### src/rtl/spi_accel_responder_if.sv
// SPI bus between the accelerometer master and the emulated sensor.
interface spi_accel_responder_if;
  logic SCL;
  logic CS;
  logic MOSI;
  logic MISO;

  modport master (output SCL, output CS, output MOSI, input MISO);
  modport slave  (input SCL, input CS, input MOSI, output MISO);
endinterface

### src/rtl/spi_accel_responder.sv
// SPI mode-3 slave emulating a three-axis accelerometer register map,
// oversampling the SPI pins in sys_clock and serving samples from a parallel port.
module spi_accel_responder #(
  parameter logic [7:0] WHO_AM_I_VAL  = 8'h33,
  parameter logic [7:0] CTRL_REG1_RST = 8'h07,
  parameter int         SYNC_STAGES   = 2
) (
  input  logic                sys_clock,
  input  logic                reset,
  spi_accel_responder_if.slave spi,
  input  logic                sample_valid,
  input  logic signed [15:0]  sample_x,
  input  logic signed [15:0]  sample_y,
  input  logic signed [15:0]  sample_z,
  output logic [7:0]          ctrl_reg1,
  output logic [7:0]          ctrl_reg4,
  output logic                data_ready,
  output logic                busy
);

  localparam logic [1:0] IDLE = 2'd0;
  localparam logic [1:0] CMD  = 2'd1;
  localparam logic [1:0] DATA = 2'd2;

  logic [SYNC_STAGES-1:0] scl_sync, cs_sync, mosi_sync;
  logic       scl_prev, cs_prev;
  logic [1:0] state;
  logic [2:0] bit_cnt;
  logic [6:0] shift_in;
  logic [7:0] shift_out;
  logic       rw, ms;
  logic [5:0] addr;
  logic       miso_q;
  logic [7:0] ctrl_regs [6];
  logic [15:0] x_live, y_live, z_live;
  logic [15:0] snap_x, snap_y, snap_z;
  logic       zyxda, zyxor;
  logic [7:0] snap_status;

  logic       scl_s, cs_s, mosi_s;
  logic       scl_rise, scl_fall, cs_rise, cs_fall;
  logic [7:0] rx_byte;
  logic       byte_done, clear_status;
  logic [5:0] next_addr;

  // Synchronizers idle at the bus idle levels so reset never fakes an edge.
  always_ff @(posedge sys_clock) begin
    if (reset) begin
      scl_sync  <= '1;
      cs_sync   <= '1;
      mosi_sync <= '0;
    end else begin
      scl_sync  <= {scl_sync[SYNC_STAGES-2:0], spi.SCL};
      cs_sync   <= {cs_sync[SYNC_STAGES-2:0], spi.CS};
      mosi_sync <= {mosi_sync[SYNC_STAGES-2:0], spi.MOSI};
    end
  end

  assign scl_s        = scl_sync[SYNC_STAGES-1];
  assign cs_s         = cs_sync[SYNC_STAGES-1];
  assign mosi_s       = mosi_sync[SYNC_STAGES-1];
  assign scl_rise     = scl_s & ~scl_prev;
  assign scl_fall     = ~scl_s & scl_prev;
  assign cs_rise      = cs_s & ~cs_prev;
  assign cs_fall      = ~cs_s & cs_prev;
  assign rx_byte      = {shift_in, mosi_s};
  assign byte_done    = scl_rise && (bit_cnt == 3'd7) && !cs_rise;
  assign clear_status = byte_done && (state == DATA) && rw && (addr == 6'h2D);
  assign next_addr    = ms ? addr + 6'd1 : addr;

  // Reads see only the snapshot taken at frame start, keeping a burst coherent.
  function automatic logic [7:0] read_map(input logic [5:0] a);
    case (a)
      6'h0F:   read_map = WHO_AM_I_VAL;
      6'h20:   read_map = ctrl_regs[0];
      6'h21:   read_map = ctrl_regs[1];
      6'h22:   read_map = ctrl_regs[2];
      6'h23:   read_map = ctrl_regs[3];
      6'h24:   read_map = ctrl_regs[4];
      6'h25:   read_map = ctrl_regs[5];
      6'h27:   read_map = snap_status;
      6'h28:   read_map = snap_x[7:0];
      6'h29:   read_map = snap_x[15:8];
      6'h2A:   read_map = snap_y[7:0];
      6'h2B:   read_map = snap_y[15:8];
      6'h2C:   read_map = snap_z[7:0];
      6'h2D:   read_map = snap_z[15:8];
      default: read_map = 8'h00;
    endcase
  endfunction

  always_ff @(posedge sys_clock) begin
    if (reset) begin
      scl_prev    <= 1'b1;
      cs_prev     <= 1'b1;
      state       <= IDLE;
      bit_cnt     <= 3'd0;
      shift_in    <= 7'd0;
      shift_out   <= 8'd0;
      rw          <= 1'b0;
      ms          <= 1'b0;
      addr        <= 6'd0;
      miso_q      <= 1'b0;
      for (int i = 0; i < 6; i++) ctrl_regs[i] <= (i == 0) ? CTRL_REG1_RST : 8'h00;
      x_live      <= 16'd0;
      y_live      <= 16'd0;
      z_live      <= 16'd0;
      snap_x      <= 16'd0;
      snap_y      <= 16'd0;
      snap_z      <= 16'd0;
      zyxda       <= 1'b0;
      zyxor       <= 1'b0;
      snap_status <= 8'd0;
    end else begin
      scl_prev <= scl_s;
      cs_prev  <= cs_s;

      // A new sample beats a simultaneous read-clear of the status flags.
      if (sample_valid) begin
        x_live <= sample_x;
        y_live <= sample_y;
        z_live <= sample_z;
        zyxda  <= 1'b1;
        if (zyxda || clear_status) zyxor <= 1'b1;
      end else if (clear_status) begin
        zyxda <= 1'b0;
        zyxor <= 1'b0;
      end

      if (cs_rise) begin
        state   <= IDLE;
        miso_q  <= 1'b0;
        bit_cnt <= 3'd0;
      end else begin
        case (state)
          IDLE: begin
            miso_q <= 1'b0;
            if (cs_fall) begin
              state       <= CMD;
              bit_cnt     <= 3'd0;
              snap_x      <= x_live;
              snap_y      <= y_live;
              snap_z      <= z_live;
              snap_status <= {zyxor, 3'b000, zyxda, 3'b000};
            end
          end
          CMD: begin
            miso_q <= 1'b0;
            if (scl_rise) begin
              shift_in <= rx_byte[6:0];
              bit_cnt  <= bit_cnt + 3'd1;
              if (byte_done) begin
                rw        <= rx_byte[7];
                ms        <= rx_byte[6];
                addr      <= rx_byte[5:0];
                shift_out <= read_map(rx_byte[5:0]);
                state     <= DATA;
              end
            end
          end
          DATA: begin
            if (scl_rise) begin
              shift_in <= rx_byte[6:0];
              bit_cnt  <= bit_cnt + 3'd1;
              if (byte_done) begin
                if (!rw && addr >= 6'h20 && addr <= 6'h25)
                  ctrl_regs[3'(addr - 6'h20)] <= rx_byte;
                addr <= next_addr;
                if (rw) shift_out <= read_map(next_addr);
              end
            end else if (scl_fall && rw) begin
              miso_q    <= shift_out[7];
              shift_out <= {shift_out[6:0], 1'b0};
            end
          end
          default: state <= IDLE;
        endcase
      end
    end
  end

  assign spi.MISO   = miso_q;
  assign ctrl_reg1  = ctrl_regs[0];
  assign ctrl_reg4  = ctrl_regs[3];
  assign data_ready = zyxda;
  assign busy       = ~cs_s;

endmodule

### src/flat_wrapper.sv
// flat-port wrapper written by rule: the top's interface ports become plain ports
module spi_accel_responder_flat 
#(
  parameter logic [7:0] WHO_AM_I_VAL  = 8'h33,
  parameter logic [7:0] CTRL_REG1_RST = 8'h07,
  parameter int         SYNC_STAGES   = 2
)
  (sys_clock, reset, sample_valid, sample_x, sample_y, sample_z, ctrl_reg1, ctrl_reg4, data_ready, busy, spi_SCL, spi_CS, spi_MOSI, spi_MISO);
  spi_accel_responder_if spi_i ();
  input  logic sys_clock;
  input  logic reset;
  input  logic sample_valid;
  input  logic signed [15:0] sample_x;
  input  logic signed [15:0] sample_y;
  input  logic signed [15:0] sample_z;
  output logic [7:0] ctrl_reg1;
  output logic [7:0] ctrl_reg4;
  output logic data_ready;
  output logic busy;
  input wire logic [$bits(spi_i.SCL)-1:0] spi_SCL;
  input wire logic [$bits(spi_i.CS)-1:0] spi_CS;
  input wire logic [$bits(spi_i.MOSI)-1:0] spi_MOSI;
  output wire logic [$bits(spi_i.MISO)-1:0] spi_MISO;
  assign spi_i.SCL = spi_SCL;
  assign spi_i.CS = spi_CS;
  assign spi_i.MOSI = spi_MOSI;
  assign spi_MISO = spi_i.MISO;
  spi_accel_responder #(.WHO_AM_I_VAL(WHO_AM_I_VAL), .CTRL_REG1_RST(CTRL_REG1_RST), .SYNC_STAGES(SYNC_STAGES)) u_core (.sys_clock(sys_clock), .reset(reset), .spi(spi_i), .sample_valid(sample_valid), .sample_x(sample_x), .sample_y(sample_y), .sample_z(sample_z), .ctrl_reg1(ctrl_reg1), .ctrl_reg4(ctrl_reg4), .data_ready(data_ready), .busy(busy));
endmodule
### config.mk
export PLATFORM = sky130hd
export DESIGN_NAME = spi_accel_responder_flat
export DESIGN_NICKNAME = d
export VERILOG_FILES = /design/src/rtl/spi_accel_responder_if.sv /design/src/rtl/spi_accel_responder.sv /design/src/flat_wrapper.sv
export SDC_FILE = /design/constraint.sdc
export NUM_CORES = 1
export LEC_CHECK = 0
export CAP_MARGIN = 20
export CELL_PAD_IN_SITES_DETAIL_PLACEMENT = 0
export CELL_PAD_IN_SITES_GLOBAL_PLACEMENT = 1
export CORE_ASPECT_RATIO = 1.4
export CORE_MARGIN = 8
export CORE_UTILIZATION = 45
export DETAILED_ROUTE_END_ITERATION = 8
export PLACE_DENSITY = 0.89
export REMOVE_ABC_BUFFERS = 1
export SYNTH_ARGS = -nofsm -noshare
export SYNTH_HDL_FRONTEND = slang
export SYNTH_SLANG_ARGS = --single-unit
export TNS_END_PERCENT = 20
### constraint.sdc
create_clock -name sys_clock -period 4.95 [get_ports sys_clock]
set_clock_uncertainty 0.2 [all_clocks]
set_input_delay 0.7425 -clock sys_clock [delete_from_list [all_inputs] [get_ports sys_clock]]
set_output_delay 0.7425 -clock sys_clock [all_outputs]
set_load 0.01 [all_outputs]
==> results of run 1 <==
[flip-flops by register name, indices dropped and copies added (netlist names), 3 cells and up]
name,count
u_core.snap_y,16
u_core.ctrl_regs,48
u_core.addr,6
u_core.y_live,16
u_core.z_live,16
u_core.x_live,16
u_core.snap_x,16
u_core.bit_cnt,3
u_core.snap_z,16
u_core.shift_out,8
u_core.shift_in,7
[metrics by stage]
step	setup slack (ns)	util [%]	instances
5_1_grt	0.863	52.8	1327
4_1_cts	1.21	52.8	1327
3_3_place_gp	1.31	49.7	1294
6_report	1.12	52.8	1327
3_5_place_dp	1.19	49.8	1295
2_1_floorplan	1.66	-	947
[Yosys cell counts (14+ instances only)]
| cell | instances |
|---|---|
| mux2i_1 | 75 |
| buf_2 | 14 |
| nand2b_1 | 15 |
| nor3_1 | 17 |
| a221oi_1 | 23 |
| nand3_1 | 23 |
| a21oi_1 | 88 |
| o21ai_0 | 14 |
| a22o_1 | 14 |
| nor2_1 | 131 |
| clkbuf_1 | 41 |
| nand2_1 | 151 |
| dfxtp_1 | 137 |
| edfxtp_1 | 48 |
| a22oi_1 | 24 |
| inv_1 | 17 |
[logic make-up (layout without fill, tap and decap cells)]
group / Yosys count / count (layout) / share of synthesized area [%]
compound gates: 227 / 227 / 16.8
xor+xnor: 6 / 6 / 0.572
fa+ha+maj: 10 / 10 / 1.36
buf+inv: 87 / 142 / 4.11
flops: 185 / 185 / 45.6
mux: 88 / 88 / 10.7
simple gates: 413 / 413 / 20.8
[where the power goes]
part | total, µW | switching, µW | internal, µW
logic | 229 | 118 | 111
registers | 1660 | 54.2 | 1610
clock network | 1360 | 654 | 706
total | 3250 | 826 | 2420
[critical path, stage by stage (launching register included)]
cell and delay (ns):
dfxtp_1 0.86, inv_2 0.24, ha_1 0.47, nor2b_1 0.39, a21oi_1 0.27, nor3_2 0.54
a22o_1 0.21, a211oi_1 0.05, a31oi_1 0.16, a22oi_1 0.12, a211oi_2 0.23
[area by class of cell]
class / instances / area [µm²] / area share (%)
Clock inverter: 14 / 141 / 1.32
Timing Repair Buffer: 92 / 876 / 8.20
Tap cell: 256 / 320 / 3.00
Clock buffer: 18 / 450 / 4.22
Multi-Input combinational cell: 744 / 4640 / 43.5
Sequential cell: 185 / 4190 / 39.2
Inverter: 18 / 67.6 / 0.632
[path summary, 6_finish.rpt]
check	from	endpoint	slack, ns	cells past startpoint
setup / recovery	u_core.addr[0]	u_core.shift_out[2]	1.12	10
hold / removal	u_core.cs_sync[0]	u_core.cs_sync[1]	0.23	1
setup reg to reg	u_core.addr[0]	u_core.shift_out[2]	1.12	10
hold reg to reg	u_core.cs_sync[0]	u_core.cs_sync[1]	0.23	1
[routing by layer]
| metal | track usage, % | vias to the layer above |
|---|---|---|
| met3 | 4.15 | 82 |
| met2 | 39.2 | 307 |
| li1 | - | 3722 |
| met5 | 0 | - |
| met4 | 13.5 | 0 |
| met1 | 28.0 | 3706 |
==> results.md, run 1 <==
* Post-CTS Resized at 0
* Most common cell after layout, fill and taps aside: nand2_1
* Synth warnings at 0
* Initial antenna violation count at 0
* First-pass GRT wire length at 45000 µm
* CTS Root Cell: clkbuf_16
* TritonRoute pass-1 iters at 5
* Hold Path Class: reg -> reg
* Remaining Overflow, GRT at 0
* Worst-Skew Late Latency at 0.44 ns
* Met3 wire len at 1650 µm
* Final hold slack at 0.228 ns
* Initial DRC Count at 811
* Area leader, netlist: dfxtp_1
* LEAKAGE at 0.00388 µW
* Maxcap violations at 0
* Post-cts hold buffer count at 0
* Worst Path Required at 5.11 ns
* Setup repair after global routing missed its margin: false
* Ys async rst share at 0%
* Mapped Cells at 1016
* Setup-failing EPs final at 0
* Max Freq at 261 MHz
* Vias in the first global route at 7618
* Antenna cell count at 0
* Via-to-Cell Ratio at 5.89
* Critical path type: reg -> reg
* Total power at 3250 µW
* Final Hold Viols at 0
* Remaining antenna violation count at 0
* Finished Cell Area at 10700 µm²
* Die width at 137 µm
* Synth Cell Area at 9190 µm²
* Die Height at 185 µm
* Ys flop type: dfxtp_1
* CTS Buf Count at 17
* Avg Inst Size Synth at 9.04 µm²
* DIE AREA at 25300 µm²
* CTS tree: done
* GP Congestion at 0.995
* GRT Overall Usage at 23.6%
* Status: completed
* Row count at 62
* Power Density at 304 nW/µm²
* Peak VDD IR at 0.298 mV
* Initial Util at 45.4%
* Largest net degree at the start of global routing at 79
* CP endpoint kind: register
* Nets at 1122
* Sequential fraction of the synthesis area at 45.6%
* Slew at the pin closest to its max-slew limit at 1.02 ns
* Max_slew headroom at 31.8%
* Drt wl/cell at 22.1 µm
* Max Root-Sink Buffers at 2
* Setup TNS at 0 ns
* Worst path arrival time at 3.99 ns
* Fin crit share at 77.3%
* Vias at 7817
* Layout cells sized above 1 at 9.71%
* DR top layer: met4
* Top area cells in the synthesized netlist: dfxtp_1 30%, edfxtp_1 16%, mux2i_1 8.2%, nand2_1 6.2%, nor2_1 5.4%
* Crit start category: register
* Post-synth top area share at 29.9%
* Worst-path clk slew at 0.08 ns
* Most frequent cells in the layout: 151 x nand2_1, 136 x dfxtp_1, 130 x nor2_1
* DR DRC count at 0
* H-tree depth at 4
* DP Wirelength at 22000 µm
* Final Max Tran Viols at 0
* Placed Area at 10100 µm²
* Number of synthesized register bits at 185
* Number of flops mapped to enable cells by yosys at 48
* P&R area growth vs syn at 16.3%
* Port Buffers at 72
* CTS sink cnt at 185
* Min Tclk post-route at 3.83 ns
* Core area at 20200 µm²
* Worst Path Max Fanout at 21
* Number of library cell types mapped by synthesis at 72
* M1 WL at 11800 µm
* # fillers at 1883
* I/O pin cnt at 73
* Post-CTS Setup Inserts at 0
* Post-Route WL at 29300 µm
* Wire length on met2 at 14300 µm
(Power assumes the default switching activity.)
==> run 2, diff against run 1 <==
==> constraint.sdc (replaced) <==
create_clock -name sys_clock -period 3.8 [get_ports sys_clock]
set_clock_uncertainty 0.2 [all_clocks]
set_input_delay 0.57 -clock sys_clock [delete_from_list [all_inputs] [get_ports sys_clock]]
set_output_delay 0.57 -clock sys_clock [all_outputs]
set_load 0.01 [all_outputs]
==> run 2 against run 1 <==
  * Clock power is 32% higher
  * Non-clock buffer count is 16 higher
  * Largest power group unchanged
  * Critical path type unchanged
  * Utilization is 0.60 points higher
==> results.md, run 2 (synthesis results as in run 1) <==
* Int Power at 3240 µW (+34%)
* Post-cts hold buffer count at 0 (unchanged)
* Reg-to-Reg Start: u_core.addr[0]
* Max FFs per register at 48 (unchanged)
* Die Height at 185 µm (unchanged)
* Hold path cells at 1 (unchanged)
* Die width at 137 µm (unchanged)
* CTS tree: done
* Worst R2R Setup Slack at 0.52 ns (-0.61 ns)
* Setup TNS at 0 ns (unchanged)
* Max Freq at 305 MHz (+17%)
* Setup-failing EPs final at 0 (unchanged)
* Largest net degree at the start of global routing at 56 (-29%)
* Fin crit share at 86.4% (+9.1 points)
* Worst Reg2Reg Path Length in Cells at 9 (-1)
* P_sw at 1020 µW (+23%)
* CP endpoint kind: register
* Drt wl/cell at 21.3 µm (-3.5%)
* Worst path cell trace: ha_1 -> nand2_1 -> or4_4 -> a32o_2 -> nor2_2 -> nor2_2 -> a21oi_4 -> nand3b_2 -> o31ai_1
* Hold Path Origin: u_core.scl_sync[0]
* Vias at 7936 (+1.5%)
* Post-Route WL at 28600 µm (-2.3%)
* Hold Path Sink: u_core.scl_sync[1]
* Row count at 62 (unchanged)
* Flop pwr share at 50.8% (-0.3 points)
* Hold Path Class: reg -> reg
* Final Hold Viols at 0 (unchanged)
* First-pass GRT wire length at 44700 µm (-0.55%)
* Worst Path Max Fanout at 11 (-48%)
* Clock share of power at 42.2% (+0.4 points)
* Core area at 20200 µm² (unchanged)
* P&R area growth vs syn at 17.6%
* CTS sink cnt at 185 (unchanged)
* Maxcap violations at 0 (unchanged)
* Crit-path max cell delay at 0.55 ns (-0.31 ns)
* Net Sw Frac at 23.9% (-1.5 points)
* Post-CTS Setup Inserts at 0 (unchanged)
* Worst-path clk slew at 0.07 ns (about the same)
* DR DRC count at 0 (unchanged)
* Antenna cell count at 0 (unchanged)
* Max_slew headroom at 31.5% (-0.28 points)
* Worst Path Required at 3.95 ns (-1.16 ns)
* Slew at the pin closest to its max-slew limit at 1.02 ns (+0.00412 ns)
* Status: completed
* H-tree depth at 4 (unchanged)
* Remaining antenna violation count at 0 (unchanged)
* CTS Root Cell: clkbuf_16
* TritonRoute pass-1 iters at 8 (+3)
* Initial DRC Count at 702 (-13%)
* GP Congestion at 0.994 (-0.14%)
* Final Max Tran Viols at 0 (unchanged)
* Layout cells sized above 1 at 10.9% (+1.2 points)
* Crit-path slowest cell: dfxtp_1
* DIE AREA at 25300 µm² (unchanged)
* Critical path origin: u_core.addr[0]
* Most frequent CP cell: nor2_2
* Most frequent cells in the layout: 151 x nand2_1, 136 x dfxtp_1, 130 x nor2_1
* Peak VDD IR at 0.301 mV (+0.78%)
* Max Root-Sink Buffers at 2 (unchanged)
* Power Density at 394 nW/µm² (+30%)
* Final core occ at 53.4% (+0.60 points)
* Crit start category: register
* Port Buffers at 72 (unchanged)
* Via-to-Cell Ratio at 5.91 (+0.31%)
* Vias in the first global route at 7811 (+2.5%)
* DP Wirelength at 21600 µm (-1.6%)
* Critical path type: reg -> reg
* Comb pwr share at 7.0% (about the same)
* I/O pin cnt at 73 (unchanged)
* Remaining Overflow, GRT at 0 (unchanged)
* Post-CTS Resized at 0 (unchanged)
* Setup repair after global routing missed its margin: false
* CTS Buf Count at 17 (unchanged)
* Most common cell after layout, fill and taps aside: nand2_1
* Worst-Skew Late Latency at 0.44 ns (about the same)
* Min Tclk post-route at 3.28 ns (-0.543 ns)
* Nets at 1138 (+1.4%)
* Worst path arrival time at 3.44 ns (-0.55 ns)
* LEAKAGE at 0.00396 µW (+2.0%)
* Largest register by flop count: u_core.ctrl_regs
* GRT Overall Usage at 23.2% (-0.34 points)
* Initial Util at 45.4% (unchanged)
* Initial antenna violation count at 0 (unchanged)
* Reg2reg end: u_core.shift_out[5]
run 2: how the worst max path moves through the flow:
stage | to | slack (ns)
finish | u_core.shift_out[5] | 0.52
global route | u_core.shift_out[5] | 0.27
CTS | u_core.shift_out[5] | 0.54
detailed placement | u_core.shift_out[5] | 0.57
global placement | u_core.shift_out[2] | 0.69
floorplan | u_core.ctrl_regs[3][0] | 0.51
run 2: cell type report:
class / instances / area, µm²
flip-flops and latches: 185 / 4190
well taps: 256 / 320
clock buffers: 23 / 532
inverters: 18 / 67.6
multi-input cells: 744 / 4640
repair buffers: 108 / 983
clock inverters: 9 / 73.8
fillers: 1893 / 9440
run 2: worst max-delay path, delay by kind of cell, from the launching register on:
family	cells	cell delay, ns
AND/OR/NAND/NOR	5	1.27
AO/OA/AOI/OAI	3	0.77
flip-flops	1	0.55
adder cells (fa/ha/maj)	1	0.41
run 2: metrics by stage:
step	power, µW	setup WS [ns]	instance area [µm²]	hold WS (ns)	std cells
after CTS	4300	0.540	10800	0.217	1343
after global placement	2500	0.693	10200	0.196	1311
after global routing	4410	0.271	10800	0.241	1343
after detailed placement	2510	0.572	10200	0.196	1311
final	4260	0.517	10800	0.216	1343
after floorplan	2320	0.510	8870	0.189	947
run 2: power by group through the flow:
stage	clock [µW]	sequential, µW	combinational (µW)
after floorplan	0	2180	144
after global placement	0	2210	299
after detailed placement	0	2200	302
after CTS	1840	2160	303
after global routing	1910	2170	328
final	1800	2160	297
run 2: layer usage:
metal  global-route usage [%]  up-vias  routed length (µm)
li1                         -     3750                   -
met1                     27.5     3793               11500
met2                     38.6      315               13900
met3                     4.10       78                1830
met4                     13.6        0                1380
met5                        0        -                   0
